### src/rtl/key_dispatch_scheduler.sv
// Brute-force key dispatcher for a bank of RC4 decryption cores.
// Hands ascending keys to idle cores round-robin, restarts each core with a
// reset / new-key handshake, and stops everything on the first valid verdict.
module key_dispatch_scheduler #(
    parameter int                   NUM_CORES = 4,
    parameter int                   KEY_WIDTH = 24,
    parameter logic [KEY_WIDTH-1:0] KEY_MAX   = 24'h3FFFFF
) (
    input  logic                           clk,
    input  logic                           reset,
    input  logic                           start,
    input  logic [NUM_CORES-1:0]           core_done,
    input  logic [NUM_CORES-1:0]           core_key_valid,
    output logic [NUM_CORES-1:0]           core_reset,
    output logic [NUM_CORES-1:0]           core_new_key_available,
    output logic [NUM_CORES*KEY_WIDTH-1:0] core_key,
    output logic                           core_stop,
    output logic                           busy,
    output logic                           found,
    output logic                           exhausted,
    output logic [KEY_WIDTH-1:0]           found_key,
    output logic [KEY_WIDTH:0]             keys_issued
);

    localparam int PTR_W = (NUM_CORES > 1) ? $clog2(NUM_CORES) : 1;

    localparam logic [1:0] G_IDLE  = 2'd0;
    localparam logic [1:0] G_RUN   = 2'd1;
    localparam logic [1:0] G_FOUND = 2'd2;
    localparam logic [1:0] G_EXH   = 2'd3;

    localparam logic [1:0] S_IDLE   = 2'd0;
    localparam logic [1:0] S_LAUNCH = 2'd1;
    localparam logic [1:0] S_ARM    = 2'd2;
    localparam logic [1:0] S_BUSY   = 2'd3;

    // One extra bit so the counter can step past an all-ones KEY_MAX.
    localparam logic [KEY_WIDTH:0] KEY_LIMIT = {1'b0, KEY_MAX};

    logic [1:0]           gstate_q, gstate_d;
    logic [1:0]           slot_q [NUM_CORES];
    logic [1:0]           slot_d [NUM_CORES];
    logic [KEY_WIDTH-1:0] key_q  [NUM_CORES];
    logic [KEY_WIDTH:0]   next_key_q, next_key_d;
    logic [KEY_WIDTH:0]   keys_issued_q, keys_issued_d;
    logic [KEY_WIDTH-1:0] found_key_q, found_key_d;
    logic [PTR_W-1:0]     rr_ptr_q, rr_ptr_d;

    logic                 grant_valid;
    logic [PTR_W-1:0]     grant_idx;
    logic                 hit_valid;
    logic [PTR_W-1:0]     hit_idx;
    logic                 all_idle;
    int                   idx_int;

    // Lowest-index core reporting done+valid while BUSY in RUN.
    always_comb begin
        hit_valid = 1'b0;
        hit_idx   = '0;
        for (int i = NUM_CORES - 1; i >= 0; i--) begin
            if (slot_q[i] == S_BUSY && core_done[i] && core_key_valid[i]) begin
                hit_valid = 1'b1;
                hit_idx   = i[PTR_W-1:0];
            end
        end
        if (gstate_q != G_RUN) begin
            hit_valid = 1'b0;
        end
    end

    // Round-robin pick of the first idle slot at or after rr_ptr; no grant in a verdict cycle.
    always_comb begin
        grant_valid = 1'b0;
        grant_idx   = '0;
        idx_int     = 0;
        all_idle    = 1'b1;
        for (int i = 0; i < NUM_CORES; i++) begin
            if (slot_q[i] != S_IDLE) begin
                all_idle = 1'b0;
            end
            idx_int = int'(rr_ptr_q) + i;
            if (idx_int >= NUM_CORES) begin
                idx_int = idx_int - NUM_CORES;
            end
            if (!grant_valid && slot_q[idx_int[PTR_W-1:0]] == S_IDLE) begin
                grant_valid = 1'b1;
                grant_idx   = idx_int[PTR_W-1:0];
            end
        end
        if (gstate_q != G_RUN || next_key_q > KEY_LIMIT || hit_valid) begin
            grant_valid = 1'b0;
        end
    end

    // Global search FSM plus key counter, issue counter and result capture.
    always_comb begin
        gstate_d      = gstate_q;
        next_key_d    = next_key_q;
        keys_issued_d = keys_issued_q;
        found_key_d   = found_key_q;
        rr_ptr_d      = rr_ptr_q;
        case (gstate_q)
            G_RUN: begin
                if (hit_valid) begin
                    gstate_d    = G_FOUND;
                    found_key_d = key_q[hit_idx];
                end else if (next_key_q > KEY_LIMIT && all_idle) begin
                    gstate_d = G_EXH;
                end
            end
            default: begin
                if (start) begin
                    gstate_d      = G_RUN;
                    next_key_d    = '0;
                    keys_issued_d = '0;
                    found_key_d   = '0;
                end
            end
        endcase
        if (grant_valid) begin
            next_key_d = next_key_q + 1'b1;
            if (keys_issued_q != '1) begin
                keys_issued_d = keys_issued_q + 1'b1;
            end
            if (grant_idx == PTR_W'(NUM_CORES - 1)) begin
                rr_ptr_d = '0;
            end else begin
                rr_ptr_d = grant_idx + 1'b1;
            end
        end
    end

    // Per-slot launch sequence; anything outside RUN parks every slot in IDLE.
    always_comb begin
        for (int i = 0; i < NUM_CORES; i++) begin
            slot_d[i] = slot_q[i];
            case (slot_q[i])
                S_IDLE: begin
                    if (grant_valid && grant_idx == i[PTR_W-1:0]) begin
                        slot_d[i] = S_LAUNCH;
                    end
                end
                S_LAUNCH: slot_d[i] = S_ARM;
                S_ARM:    slot_d[i] = S_BUSY;
                default: begin
                    if (core_done[i]) begin
                        slot_d[i] = S_IDLE;
                    end
                end
            endcase
            if (gstate_q != G_RUN) begin
                slot_d[i] = S_IDLE;
            end
        end
    end

    // State registers; the granted slot latches the current key.
    always_ff @(posedge clk) begin
        if (reset) begin
            gstate_q      <= G_IDLE;
            next_key_q    <= '0;
            keys_issued_q <= '0;
            found_key_q   <= '0;
            rr_ptr_q      <= '0;
            for (int i = 0; i < NUM_CORES; i++) begin
                slot_q[i] <= S_IDLE;
                key_q[i]  <= '0;
            end
        end else begin
            gstate_q      <= gstate_d;
            next_key_q    <= next_key_d;
            keys_issued_q <= keys_issued_d;
            found_key_q   <= found_key_d;
            rr_ptr_q      <= rr_ptr_d;
            for (int i = 0; i < NUM_CORES; i++) begin
                slot_q[i] <= slot_d[i];
            end
            if (grant_valid) begin
                key_q[grant_idx] <= next_key_q[KEY_WIDTH-1:0];
            end
        end
    end

    genvar gi;
    generate
        for (gi = 0; gi < NUM_CORES; gi++) begin : g_core_out
            assign core_reset[gi]             = (slot_q[gi] == S_LAUNCH);
            assign core_new_key_available[gi] = (slot_q[gi] == S_ARM);
            assign core_key[gi*KEY_WIDTH +: KEY_WIDTH] = key_q[gi];
        end
    endgenerate

    // core_stop rises in the verdict cycle itself so cores halt without waiting a clock.
    assign core_stop   = (gstate_q == G_FOUND) || hit_valid;
    assign busy        = (gstate_q == G_RUN);
    assign found       = (gstate_q == G_FOUND);
    assign exhausted   = (gstate_q == G_EXH);
    assign found_key   = found_key_q;
    assign keys_issued = keys_issued_q;

endmodule
### config.mk
export PLATFORM = sky130hd
export DESIGN_NAME = key_dispatch_scheduler
export DESIGN_NICKNAME = d
export VERILOG_FILES = /design/src/rtl/key_dispatch_scheduler.sv
export SDC_FILE = /design/constraint.sdc
export NUM_CORES = 1
export LEC_CHECK = 0
export ABC_CLOCK_PERIOD_IN_PS = 6950
export CORE_UTILIZATION = 45
export CTS_CLUSTER_SIZE = 14
export DETAILED_ROUTE_END_ITERATION = 6
export DONT_BUFFER_PORTS = 1
export GPL_TIMING_DRIVEN = 0
export PLACE_DENSITY_LB_ADDON = 0.08
export SLEW_MARGIN = 20
export SYNTH_ARGS = -nofsm -noshare
export SYNTH_HDL_FRONTEND = slang
export SYNTH_SLANG_ARGS = --single-unit
### constraint.sdc
create_clock -name clk -period 6.95 [get_ports clk]
set_clock_uncertainty 0.05 [all_clocks]
set_input_delay 1.39 -clock clk [delete_from_list [all_inputs] [get_ports clk]]
set_output_delay 1.39 -clock clk [all_outputs]
set_load 0.01 [all_outputs]
---- Word-level counts from Yosys, hierarchy flattened ----
Memory sizes are Yosys's and may differ from the RTL's.
Cells that the tools add are included.
W data, S select, Z words.
word-level totals
  flip-flop bits (word level) ............. 78
  latch bits .............................. 0
  bits in writable memories ............... 104
  memory bits (read-only) ................. 0
  input port bits ......................... 11
  output and inout bits ................... 157
  logic and storage cells ................. 160
  memories kept ........................... 2
operators by class
  add/subtract/negate cells ............... 10
  $mul .................................... 0
  divide/modulo/power cells ............... 0
  $lt $le $gt $ge ......................... 5
  eq/ne operators ......................... 23
  shift-type cells ........................ 0
  multiplexer cells ....................... 70
  bitwise logic cells ..................... 4
  reductions and logical operators ........ 41
memories
  memory  depth  bits a word  read ports  clocked after Yosys merged registers in  write ports  RTL line  text
  key_q   4      24           5           0                                        4            43        logic [KEY_WIDTH-1:0] key_q [NUM_CORES];
  slot_q  4      2            8           0                                        4            41        logic [1:0] slot_q [NUM_CORES];
operator list
  operator                 number
  $mux W25                 7
  $mux W24                 4
  $mux W2                  34
  $add A25 B1 Y25 const B  2
  $gt A25 B22 Y1 const B   1
  $ne A25 B25 Y1 const B   1
  $eq A2 B2 Y1 const B     12
  $pmux W2 S3              4
  $reduce_or A24 Y1        1
  $mux W1                  21
  $logic_not A2 Y1         9
  $logic_and A1 B1 Y1      16
  $eq A2 B1 Y1 const B     6
  $reduce_bool A2 Y1       6
  $ge A3 B3 Y1 const B     3
  $sub A2 B1 Y2 const B    4
  $add A2 B2 Y3 const B    2
  $ne A2 B1 Y1 const B     3
  $reduce_and A2 Y1        3
  $or A1 B1 Y1             4
  $add A2 B1 Y3 const B    1
  $ge A2 B3 Y1 const B     1
  $logic_not A1 Y1         3
  $logic_or A1 B1 Y1       3
  other kinds (2)          2

---- Depth between registers and ports, before layout ----
An unclocked memory read counts as a cell.
  word-level depth ........................ 20
  mapped depth ............................ 12
  depth with buffers taken out ............ 12

---- Worst setup path before layout ----
No wires, ideal clock.
  kind .................................... input -> register
  from .................................... input core_done[1]
  to ...................................... memory key_q[2][0] (enable)
  setup time .............................. 0.438 ns
  data arrival time ....................... 4.317 ns
  data required time ...................... 6.462 ns
  path slack .............................. 2.144 ns
  stages on the path ...................... 8
  buffers on the path ..................... 2
  cells stage by stage .................... nand3_1 -> nand2_1 -> nor3_1 -> o21a_1 -> buf_6 -> nand2_2 -> buf_6 -> o21ai_0
RTL lines
  item         RTL line  text
  from (decl)  12        input logic [NUM_CORES-1:0] core_done,
  to (decl)    43

==> qor.csv <==
stage;metric;value;unit
route;Routed Antenna Nets;0;
global_routing;Global Route Usage Sum;23.2;%
sta;max-slew violation count;0;
sta;period utilisation layout;56.6;%
global_routing;largest net degree at the start of global routing;25;
pwr;Max IR drop VDD;171;uV
final_layout;multi-input logic area;3710;sq um
sta;Final Hold Vio Count;0;
logic_synthesis;async set-or-reset flop fraction in the synthesized netlist;0;%
final_layout;fin util;51.3;%
critical_path;nature of the critical path endpoint;flip-flop;
sta;Tmin final;3.93;ns
worst_hold_path;Hold Crit Start;next_key_q[24];
route;initial drt markers;428;
floorplan;Die Footprint;19800;sq um
clocking;Clock Latency Late Sink;0.44;ns
final_layout;share of cells above drive strength 1;8.77;%
sta;unrepaired setup endpoints after global routing;no;
clocking;CTS tree;done;
critical_path;WP data arrival;3.94;ns
logic_synthesis;Yosys cell types;59;
run;max-cap viol count;0;
pwr;pwr dens;243;nW/um^2
floorplan;Ports;168;
pwr;P_sw;603;uW
floorplan;starting density of the core;46.1;%
logic_synthesis;multiplexer share of the synthesized area;7.26;%
sta;worst slew pin tran;0.905;ns
sta;fmax;0.254;GHz
critical_path;FF-to-FF setup slack;3.34;ns
clocking;CTS root buf;clkbuf_16;
critical_path;Startpoint Class;primary input;
logic_synthesis;share of the synthesized area in the top cell type;33.3;%
logic_synthesis;Synth area leader;edfxtp_1;
floorplan;# rows;50;
pwr;Sw Share;25.7;%
route;# DRC;0;
placed_design;Routability Congestion;0.808;
outcome;outcome;finished clean;
floorplan;Horiz. Die Dim;141;um
placed_design;Post-DP HPWL;16200;um
clocking;clk buf depth;2;
logic_synthesis;EDFF count, synth;96;
logic_synthesis;Synth Warn #;0;
pwr;Int Pwr;1.74;mW
logic_synthesis;largest family of logic cells by synthesized area;simple AND/OR/NAND/NOR gates;
final_layout;Synth-to-Final Area Change;11.2;%
logic_synthesis;#FFs+latches synth;184;
placed_design;number of port buffers;0;
logic_synthesis;Synth Instances;848;
clocking;clock slew at reported path FFs;0.07;ns
route;vias per cell;5.73;
final_layout;ant diodes;0;
clocking;Num CTS Buffers;17;
logic_synthesis;Most used DFF post-synth;edfxtp_1;
logic_synthesis;top post-synthesis cells by area;edfxtp_1 (33%), dfxtp_1 (20%), mux2i_1 (6.5%);
route;WL final;22700;um
sta;setup TNS;0;ns
clocking;post-CTS sizing;0;
pwr;register share of total power;52.3;%
final_layout;NumNets Final;912;
logic_synthesis;syn_area_per_cell;10.2;sq um
sta;count of final setup violators;0;
logic_synthesis;top post-synthesis cells by count;nand2_1 (131), edfxtp_1 (96), dfxtp_1 (88);
logic_synthesis;sequential share of the synthesized area;53.7;%
clocking;H-tree Lvls;4;
critical_path;R2R Path Start;slot_q[1][0];
sta;slew margin rel.;39.1;%
pwr;share of total power in the clock network;40.2;%
clocking;CTS Hold Bufs;0;
logic_synthesis;adder-cell share of the synthesized area;3.62;%
clocking;number of buffers added for setup after CTS;0;
pwr;Final Power;2.34;mW
pwr;logic gate share of total power;7.5;%
route;via count;6433;
critical_path;required time of the critical path;6.96;ns
global_routing;GRT overflow;0;
logic_synthesis;post-synthesis xor/xnor area fraction;1.01;%
logic_synthesis;Post-Synth Simple-Gate Area;20.4;%
route;average wire per standard cell;20.2;um
logic_synthesis;complex-gate fraction of the synthesized area;10.1;%
placed_design;placed cell count;1091;
logic_synthesis;Mapped Area;8650;sq um
final_layout;fillers;1741;
global_routing;global-route wire length before repair;34800;um
critical_path;CP max FO;24;
global_routing;vias in the first global route;6211;
floorplan;Die Ht;141;um
critical_path;Crit Path Class;in -> reg;
route;DR pass1 iterations;5;
final_layout;Layout Cells excl Fill;1123;
floorplan;core area;18800;sq um
critical_path;Critical path origin;core_done[1];
global_routing;initial antenna violation count;0;
worst_hold_path;hold crit path type;reg -> reg;
clocking;clk sinks;184;
pwr;Lkg Pwr;3.96;nW
sta;Final Hold Slack;0.417;ns
final_layout;Reg area;4640;sq um
logic_synthesis;most numerous cell in the Yosys netlist;nand2_1;
## worst paths after layout
path,end,depth (start not counted)
max,key_q[3][9],7
min,next_key_q[24],1
max reg2reg,key_q[3][9],8
min reg2reg,next_key_q[24],1
## sequential cells by signal, summed over array words and instances (netlist names), named ones only
| register | count |
|---|---|
| next_key_q | 25 |
| slot_q | 8 |
| rr_ptr_q | 2 |
| key_q | 96 |
| found_key | 24 |
| gstate_q | 2 |
| keys_issued | 25 |
## routing by layer
| layer | wire, um | vias to the layer above | global-route usage (%) |
|---|---|---|---|
| met5 | 0 | - | 0 |
| met1 | 9640 | 3099 | 29.3 |
| met3 | 1740 | 29 | 5.74 |
| met4 | 426 | 0 | 7.95 |
| met2 | 10900 | 232 | 38.9 |
| li1 | - | 3073 | - |
## through the flow
step / cell area, sq um / setup slack, ns
global route: 9620 / 2.89
global placement: 8970 / 0.274
floorplan: 8680 / 2.14
detailed placement: 9050 / 2.32
finish: 9620 / 3.02
CTS: 9620 / 2.76
## logic make-up after synthesis
logic type,after synthesis
buffers and inverters,80
muxes,61
AOI/OAI and AO/OA,117
adders and majority gates,25
and+or+nand+nor,370
xor gates and xnor gates,10
other,1
DFF,184
## final cells by class
class | count | share of cell area (%)
Multi-Input combinational cell | 591 | 38.6
Tap cell | 234 | 3.04
Clock inverter | 14 | 1.48
Timing Repair Buffer | 2 | 0.572
Buffer | 39 | 1.96
Clock buffer | 18 | 4.46
Sequential cell | 184 | 48.3
Inverter | 41 | 1.60
## worst max-delay path, stage by stage
cell,delay [ns]
nand3_1,0.14
nand2_1,0.14
nor3_1,0.54
o21ai_4,0.23
nor2_1,0.70
nand3_1,0.18
nand2_2,0.61
## cells in the final DEF (no fill, tap or decap), types with 24 or more instances in the layout
cell,count
ha_1,25
inv_1,40
nand2_1,130
nand3_1,34
mux2i_1,56
nor2b_1,25
a21oi_1,25
dfxtp_1,88
edfxtp_1,96
a32o_1,24
nor2_1,79
## power groups by stage
stage | clock, mW | combinational, mW | sequential (mW)
global route | 0.996 | 0.190 | 1.23
floorplan | 0 | 0.116 | 1.24
detailed placement | 0 | 0.177 | 1.25
CTS | 0.956 | 0.177 | 1.23
global placement | 0 | 0.164 | 1.25
finish | 0.941 | 0.175 | 1.23
No activity file was read; power rests on OpenSTA's default activity.
